File: src/rtl/fetch_ctrl_if.sv
// Fetch-controller handshake bundle: pipeline stall requests, redirect and ROM
// ready in; fetch address, ROM enable, stall vector and status out.
interface fetch_ctrl_if;
  logic        stallreq_id;
  logic        stallreq_ex;
  logic        branch_flag;
  logic [31:0] branch_target;
  logic        rom_ready;
  logic [31:0] pc;
  logic        ce;
  logic [5:0]  stall;
  logic        if_valid;
  logic        addr_err;

  modport master (
    input  stallreq_id, stallreq_ex, branch_flag, branch_target, rom_ready,
    output pc, ce, stall, if_valid, addr_err
  );

  modport slave (
    output stallreq_id, stallreq_ex, branch_flag, branch_target, rom_ready,
    input  pc, ce, stall, if_valid, addr_err
  );
endinterface

File: src/rtl/fetch_ctrl.sv
// Instruction fetch controller: boot delay, PC sequencing, ROM wait handling,
// pending-redirect capture and the per-stage pipeline stall vector.
module fetch_ctrl #(
  parameter logic [31:0] RESET_PC   = 32'h0000_0000,
  parameter int unsigned BOOT_DELAY = 2
) (
  input logic         clk,
  input logic         rst,
  fetch_ctrl_if.master bus
);

  typedef enum logic [1:0] {StBoot, StFetch, StWait} state_e;

  localparam logic [3:0] BootLast = 4'(BOOT_DELAY - 1);

  state_e      state_q, state_d;
  logic [3:0]  cnt_q, cnt_d;
  logic [31:0] pc_q, pc_d;
  logic        ce_q, ce_d;
  logic        pend_valid_q, pend_valid_d;
  logic [31:0] pend_tgt_q, pend_tgt_d;
  logic        err_q, err_d;

  logic        accept;
  logic        br_live;
  logic        rom_wait;
  logic [31:0] br_aligned;
  logic [5:0]  stall_vec;

  always_comb begin
    state_d      = state_q;
    cnt_d        = cnt_q;
    pc_d         = pc_q;
    ce_d         = ce_q;
    pend_valid_d = pend_valid_q;
    pend_tgt_d   = pend_tgt_q;
    err_d        = err_q;
    stall_vec    = 6'b000000;
    accept       = 1'b0;
    rom_wait     = 1'b0;
    // Decode re-presents a branch held up by an EX stall, so drop it here.
    br_live      = bus.branch_flag & ~bus.stallreq_ex;
    br_aligned   = {bus.branch_target[31:2], 2'b00};

    unique case (state_q)
      StBoot: begin
        if (cnt_q == BootLast) begin
          state_d = StFetch;
          ce_d    = 1'b1;
          pc_d    = RESET_PC;
        end else begin
          cnt_d = cnt_q + 4'd1;
        end
      end
      StFetch, StWait: begin
        rom_wait = ce_q & ~bus.rom_ready;
        if (bus.stallreq_ex)      stall_vec = 6'b001111;
        else if (bus.stallreq_id) stall_vec = 6'b000111;
        else if (rom_wait)        stall_vec = 6'b000011;

        accept = ce_q & bus.rom_ready & ~stall_vec[0];
        if (accept) begin
          state_d      = StFetch;
          pend_valid_d = 1'b0;
          if (br_live)           pc_d = br_aligned;
          else if (pend_valid_q) pc_d = pend_tgt_q;
          else                   pc_d = pc_q + 32'd4;
        end else begin
          if (br_live) begin
            pend_valid_d = 1'b1;
            pend_tgt_d   = br_aligned;
          end
          if (rom_wait && !bus.stallreq_ex && !bus.stallreq_id) state_d = StWait;
        end

        if (br_live && (bus.branch_target[1:0] != 2'b00)) err_d = 1'b1;
      end
      default: state_d = StBoot;
    endcase
  end

  always_ff @(posedge clk) begin
    if (!rst) begin
      state_q      <= StBoot;
      cnt_q        <= 4'd0;
      pc_q         <= RESET_PC;
      ce_q         <= 1'b0;
      pend_valid_q <= 1'b0;
      pend_tgt_q   <= 32'h0000_0000;
      err_q        <= 1'b0;
    end else begin
      state_q      <= state_d;
      cnt_q        <= cnt_d;
      pc_q         <= pc_d;
      ce_q         <= ce_d;
      pend_valid_q <= pend_valid_d;
      pend_tgt_q   <= pend_tgt_d;
      err_q        <= err_d;
    end
  end

  // Combinational outputs are forced quiet while reset is held.
  assign bus.stall    = rst ? stall_vec : 6'b000000;
  assign bus.if_valid = rst & accept & ~(bus.branch_flag | pend_valid_q);
  assign bus.pc       = pc_q;
  assign bus.ce       = ce_q;
  assign bus.addr_err = err_q;

endmodule

File: src/flat_wrapper.sv
// flat-port wrapper written by rule: the top's interface ports become plain ports
module fetch_ctrl_flat 
#(
  parameter logic [31:0] RESET_PC   = 32'h0000_0000,
  parameter int unsigned BOOT_DELAY = 2
)
  (clk, rst, bus_stallreq_id, bus_stallreq_ex, bus_branch_flag, bus_branch_target, bus_rom_ready, bus_pc, bus_ce, bus_stall, bus_if_valid, bus_addr_err);
  fetch_ctrl_if bus_i ();
  input logic clk;
  input logic rst;
  input wire logic [$bits(bus_i.stallreq_id)-1:0] bus_stallreq_id;
  input wire logic [$bits(bus_i.stallreq_ex)-1:0] bus_stallreq_ex;
  input wire logic [$bits(bus_i.branch_flag)-1:0] bus_branch_flag;
  input wire logic [$bits(bus_i.branch_target)-1:0] bus_branch_target;
  input wire logic [$bits(bus_i.rom_ready)-1:0] bus_rom_ready;
  output wire logic [$bits(bus_i.pc)-1:0] bus_pc;
  output wire logic [$bits(bus_i.ce)-1:0] bus_ce;
  output wire logic [$bits(bus_i.stall)-1:0] bus_stall;
  output wire logic [$bits(bus_i.if_valid)-1:0] bus_if_valid;
  output wire logic [$bits(bus_i.addr_err)-1:0] bus_addr_err;
  assign bus_i.stallreq_id = bus_stallreq_id;
  assign bus_i.stallreq_ex = bus_stallreq_ex;
  assign bus_i.branch_flag = bus_branch_flag;
  assign bus_i.branch_target = bus_branch_target;
  assign bus_i.rom_ready = bus_rom_ready;
  assign bus_pc = bus_i.pc;
  assign bus_ce = bus_i.ce;
  assign bus_stall = bus_i.stall;
  assign bus_if_valid = bus_i.if_valid;
  assign bus_addr_err = bus_i.addr_err;
  fetch_ctrl #(.RESET_PC(RESET_PC), .BOOT_DELAY(BOOT_DELAY)) u_core (.clk(clk), .rst(rst), .bus(bus_i));
endmodule
File: config.mk
export PLATFORM = sky130hd
export DESIGN_NAME = fetch_ctrl_flat
export DESIGN_NICKNAME = d
export VERILOG_FILES = /design/src/rtl/fetch_ctrl_if.sv /design/src/rtl/fetch_ctrl.sv /design/src/flat_wrapper.sv
export SDC_FILE = /design/constraint.sdc
export NUM_CORES = 1
export LEC_CHECK = 0
export ABC_AREA = 1
export CAP_MARGIN = 10
export CORE_MARGIN = 2
export CORE_UTILIZATION = 52
export DETAILED_ROUTE_END_ITERATION = 10
export PLACE_DENSITY = 0.79
export SYNTH_ARGS = -nofsm -noshare
export SYNTH_HDL_FRONTEND = slang
export SYNTH_SLANG_ARGS = --single-unit
File: constraint.sdc
create_clock -name clk -period 2.3 [get_ports clk]
set_clock_uncertainty 0.15 [all_clocks]
set_input_delay 0.345 -clock clk [delete_from_list [all_inputs] [get_ports clk]]
set_output_delay 0.345 -clock clk [all_outputs]
set_load 0.005 [all_outputs]
After elaboration in Yosys (flattened, before gate mapping)
Index checks and enable logic that the tools add are counted.
{"block": "classes", "add_sub_neg": 2, "n_mul": 0, "div_mod_pow": 0, "n_lt_le_gt_ge": 0, "n_eq_ne": 6, "n_shift": 0, "muxes": 18, "n_bitwise": 13, "n_reduce_logical": 17}
{"operator": "$mux 32", "n": 4}
{"operator": "$pmux 32 s2", "n": 1}
{"operator": "$add 32x3->32 const B", "n": 1}
{"operator": "$mux 6", "n": 5}
{"operator": "$reduce_and 2->1", "n": 5}
{"operator": "$mux 2", "n": 4}
{"operator": "$and 1x1->1", "n": 6}
{"operator": "$not 1->1", "n": 6}
{"operator": "$reduce_and 3->1", "n": 2}
{"operator": "$reduce_bool 2->1", "n": 3}
{"operator": "$add 4x1->4 const B", "n": 1}
{"operator": "$eq 4x1->1 const B", "n": 1}
{"operator": "$ne 2x1->1 const B", "n": 2}
{"operator": "$pmux 2 s2", "n": 1}
{"operator": "$logic_and 1x1->1", "n": 3}
{"operator": "$mux 1", "n": 3}
{"operator": "$ne 3x1->1 const B", "n": 1}
{"operator": "$eq 2x1->1 const B", "n": 1}
{"operator": "$eq 2x2->1 const B", "n": 1}
{"operator": "$logic_not 1->1", "n": 2}
{"operator": "$logic_not 2->1", "n": 1}
{"operator": "$reduce_or 2->1", "n": 1}
{"operator": "$or 1x1->1", "n": 1}
{"block": "word_totals", "ff_bits": 71, "latch_bits": 0, "ramBits": 0, "mem_bits_ro": 0, "in_bits": 38, "out_inout_bits": 41, "wordCells": 63, "memories": 0}

Logic depth before layout (Yosys ltp)
{"block": "logic_depth", "ltp_word": 11, "ltp_mapped": 12, "mapped_depth_nobuf": 11}

Worst setup path before layout
No wires, ideal clock.
{"block": "synth_path", "kind": "register -> register", "from": "register u_core.state_q[0]", "to": "register u_core.pend_tgt_q[17]", "setup_ns": 0.132, "arrival_time_ns": 1.371, "path_slack_ns": 0.647, "stages_incl_launch_ff": 9, "path_buffers": 1, "synth_period_minus_slack_ns": 1.653, "path_cell_list": "dfxtp_1 -> inv_1 -> ha_1 -> inv_1 -> nor2_1 -> nand2_1 -> clkbuf_1 -> nand2_1 -> a21oi_1"}
{"block": "synth_between", "elab_chain_len": 3, "word_cells_on_any_way": 4}
{"element": "start: declaration", "line_no": "fetch_ctrl.sv:16", "rtl": "state_e state_q, state_d;"}
{"element": "start signal: assignment", "line_no": "fetch_ctrl.sv:84", "rtl": "state_q <= StBoot;"}
{"element": "start signal: assignment", "line_no": "fetch_ctrl.sv:92", "rtl": "state_q <= state_d;"}
{"element": "$eq 2x1->1 or $eq 2x2->1 (tied branches)", "line_no": "fetch_ctrl.sv:45", "rtl": "unique case (state_q)"}
{"element": "$reduce_or 2->1 *", "line_no": "fetch_ctrl.sv:45"}
{"element": "$reduce_and 3->1 (no line) *"}
{"element": "end signal: assignment", "line_no": "fetch_ctrl.sv:97", "rtl": "pend_tgt_q <= pend_tgt_d;"}
{"element": "end: declaration", "line_no": "fetch_ctrl.sv:21", "rtl": "logic [31:0] pend_tgt_q, pend_tgt_d;"}
Every way passes the cells marked *; elsewhere a longest branch is shown, timed or not.
A chain may end at the register's enable or synchronous reset.

Worst setup path after layout
{"block": "layout_path", "from": "register u_core.state_q[1]", "to": "output bus_stall[0]"}
{"block": "layout_between", "elab_chain_len": 4, "word_cells_on_any_way": 5}
{"element": "$eq 2x1->1 or $eq 2x2->1 (tied branches)", "line_no": "fetch_ctrl.sv:45"}
{"element": "$reduce_or 2->1 *", "line_no": "fetch_ctrl.sv:45"}
{"element": "$mux 6 *", "line_no": "fetch_ctrl.sv:45"}
{"element": "$mux 6 *", "line_no": "fetch_ctrl.sv:103", "rtl": "assign bus.stall = rst ? stall_vec : 6'b000000;"}
{"element": "end: declaration", "line_no": "flat_wrapper.sv:18", "rtl": "output wire logic [$bits(bus_i.stall)-1:0] bus_stall;"}
Marked as above.

==> results.toml <==
[status]
run_status = "completed"

[worst_setup_path]
reg2reg_setup_slack_ns = 0.23
critical_path_class = "flop to output pin"
r2r.worst_path.cells = 9
critical_register_to_register_path_startpoint = "u_core.state_q[1]$_SDFFE_PN0P_"
timing.critical_path.buf_inv = 2
crit_family = "buffers and inverters"
path_cells = "inv_1 > ha_4 > nand2_4 > nor2_4 > clkdlybuf4s50_1"
rr_endpoint = "u_core.pend_tgt_q[3]$_SDFFE_PN0P_"
endpoint_kind = "output pin"
critical_path_peak_fanout = 4
cpPeakStageDelay_ns = 0.50
worst_ep_arrival_time_ns = 1.72
cp_slowest_cell = "sky130_fd_sc_hd__clkdlybuf4s50_1"
worstSetupStartpointType = "flop"
cp_data_required_time_ns = 1.80

[job]
maxCapViolCount = 0

[sta]
setup_viol = 0
rsz0062_at_grt = "no"
report.final.hold_viol_count = 0
drv_slew = 0
period_minus_slack_ns = 2.22
post-route-period-util = 0.964
setup_slack_of_the_critical_path_after_layout_ns = 0.0828
timing.fmax_mhz = 451

[global_route]
grt_met2_usage = 0.502
vias_in_the_first_global_route = 4494
gr-usage-met3 = 0.0358
grt_busiest_layer = "met2"
groute.layer.met1.usage = 0.381
global_route_wire_length_before_repair_microns = 20500
globalRouteOverflowTotal = 0
gr-usage-all-layers = 0.296
grt_antenna_before_repair = 0
grt_max_degree = 34

[yosys]
top_cells_by_instance_count_after_synthesis = "sky130_fd_sc_hd__nand2_1, sky130_fd_sc_hd__nor2_1, sky130_fd_sc_hd__dfxtp_1"
ys_seq_area_frac = 0.340
post_synth_inst_count = 670
synthDominantAreaCellType = "sky130_fd_sc_hd__dfxtp_1"
synthMostInstantiatedCell = "sky130_fd_sc_hd__nand2_1"
yosysWarningCount = 0
synth_area_leaders = "sky130_fd_sc_hd__dfxtp_1, sky130_fd_sc_hd__nand2_1, sky130_fd_sc_hd__a21oi_1"
netlist_area_sq_um = 4070
ffs_w_async_s_r_synth = 0
number_of_enable_flip_flop_cells_after_synthesis = 0
synth.distinct_cells = 28
synthesized_area_per_cell_sq_um = 6.07
yosys.area.top_type_share = 0.340
ys_ff_latch = 69
ys.flop_type = "sky130_fd_sc_hd__dfxtp_1"

[cells_and_area]
non_filler_instances = 848
layout-drive-gt1-share = 0.0845
area_growth_synth_to_finish_pct = 29.2
finalNetCount = 784
n_fill_cell = 651
number_of_inserted_diodes = 0

[pwr]
power_per_cell_area_nw_per_um2 = 818
power.ir.vdd_worst_v = 0.000501
total_leakage_power_uw = 0.00209

[route]
via_count = 4731
route.detailed.wl_per_inst_microns = 14.5
route.final.wire_length_microns = 12300
dr.pass1.iters = 5
detail_route.drc_violations = 0
post_drt_via_cell_ratio = 5.58
route.antenna.remaining_nets = 0
drtIter0Drc = 362

[floorplan]
coreArea_sq_um = 7650
die_width_microns = 92.4
initial_core_util = 0.532
chipHeight_microns = 92.4
rows = 32
design.portCount = 79
floorplan.die_area_sq_um = 8540

[cts]
clk_root_buffer_cell = "sky130_fd_sc_hd__clkbuf_8"
worst_setup_hold_path_clk_slew_ns = 0.08
clock_tree.buffer_depth = 2
clock_insertion_delay_worst_skew_ns = 0.35
cts_num_sinks = 69
tritoncts = "built"
cts_htree_levels = 3
cts-buffers-inserted = 9

[worst_hold_path]
worst_hold_startpoint = "u_core.pend_tgt_q[2]$_SDFFE_PN0P_"
whs_endpoint = "u_core.pend_tgt_q[2]$_SDFFE_PN0P_"
hold_path.class = "flop to flop"
worst_hold_path.num_cells = 2

[placed_design]
dpl.cell_count = 831
placement.io_buffers = 74
finalWeightedCongestion = 0.937
pre_cts_ws_ns = -0.105
dpl.hpwl_microns = 8370
[layout by cell type (no fill, tap or decap), drive strengths merged, types with 2 or more instances in the layout]
master,n
a211oi,2
a21oi,65
buf,21
bufinv,3
clkbuf,12
clkdlybuf4s50,72
conb,4
dfxtp,69
ha,5
inv,49
nand2,220
nand3,67
nor2,90
o211ai,4
o21ai,48
or2,2
xor2,5
[cell type report]
type                            count  area (sq um)  area share
Sequential cell                    69          1380       0.263
Timing Repair Buffer               95           950       0.181
Tap cell                          102           128      0.0243
Multi-Input combinational cell    517          2370       0.451
Clock buffer                       12           145      0.0276
Clock inverter                      4          95.1      0.0181
Inverter                           49           184      0.0350
[through the flow]
stage | TNS [ns] | cell area, sq um | hold slack [ns] | util | power [uW]
2_1_floorplan | 0 | 4080 | 0.275 | - | 2390
3_3_place_gp | 0 | 4970 | 0.285 | 0.650 | 2960
3_5_place_dp | -0.105 | 4970 | 0.301 | 0.650 | 3010
4_1_cts | 0 | 5230 | 0.305 | 0.684 | 4250
5_1_grt | 0 | 5260 | 0.325 | 0.687 | 4520
6_report | 0 | 5260 | 0.301 | 0.687 | 4300
[repair_timing]
item,4_1_cts,5_1_grt
buffers inserted,0,1
pin swaps,0,0
gates resized for setup,6,5
hold buffers,0,0
setup endpoints to repair,4,4
[worst register-to-register path, cell delays in order, from the launching register on]
cell	delay, ns
sky130_fd_sc_hd__dfxtp_2	0.33
sky130_fd_sc_hd__inv_1	0.07
sky130_fd_sc_hd__ha_4	0.29
sky130_fd_sc_hd__buf_4	0.33
sky130_fd_sc_hd__inv_1	0.12
sky130_fd_sc_hd__nor2_2	0.16
sky130_fd_sc_hd__nand2_1	0.11
sky130_fd_sc_hd__buf_12	0.20
sky130_fd_sc_hd__o21ai_0	0.16
sky130_fd_sc_hd__a21oi_1	0.05
[layer usage]
| metal | up-vias | wire (microns) |
|---|---|---|
| li1 | 2287 | - |
| met5 | - | 0 |
| met2 | 229 | 5790 |
| met3 | 20 | 990 |
| met1 | 2195 | 5360 |
| met4 | 0 | 171 |
[sequential cells by signal, summed over array words and instances (netlist names)]
register / flops
u_core.state_q: 2
u_core.bus.ce: 1
u_core.pend_tgt_q: 30
u_core.cnt_q: 4
u_core.pend_valid_q: 1
u_core.bus.pc: 30
u_core.bus.addr_err: 1
[report_power, final]
group | switching, uW | internal, uW
clock network | 475 | 750
logic | 886 | 647
registers | 176 | 1360
[worst max path at each step]
stage,start,endpoint,cells past startpoint,slack [ns]
after global routing,u_core.state_q[1]$_SDFFE_PN0P_,bus_stall[0],5,0.03
after global placement,bus_stallreq_ex,bus_if_valid,5,0.06
after detailed placement,bus_stallreq_ex,bus_if_valid,5,-0.10
final,u_core.state_q[1]$_SDFFE_PN0P_,bus_stall[0],5,0.08
after floorplan,u_core.state_q[0]$_SDFFE_PN0P_,u_core.pend_tgt_q[17]$_SDFFE_PN0P_,8,0.65
after CTS,u_core.state_q[1]$_SDFFE_PN0P_,bus_stall[2],5,0.03
[logic make-up (layout without fill, tap and decap cells)]
family	count (synthesis)	count (layout)	share of synthesized area
simple gates	381	381	0.387
fa+ha+maj	5	5	0.0154
flops	69	69	0.340
buf+inv	87	160	0.0905
other cells	1	4	0.000922
xor+xnor	6	6	0.0129
compound gates	121	121	0.154
Power figures use the tool's default switching activity.
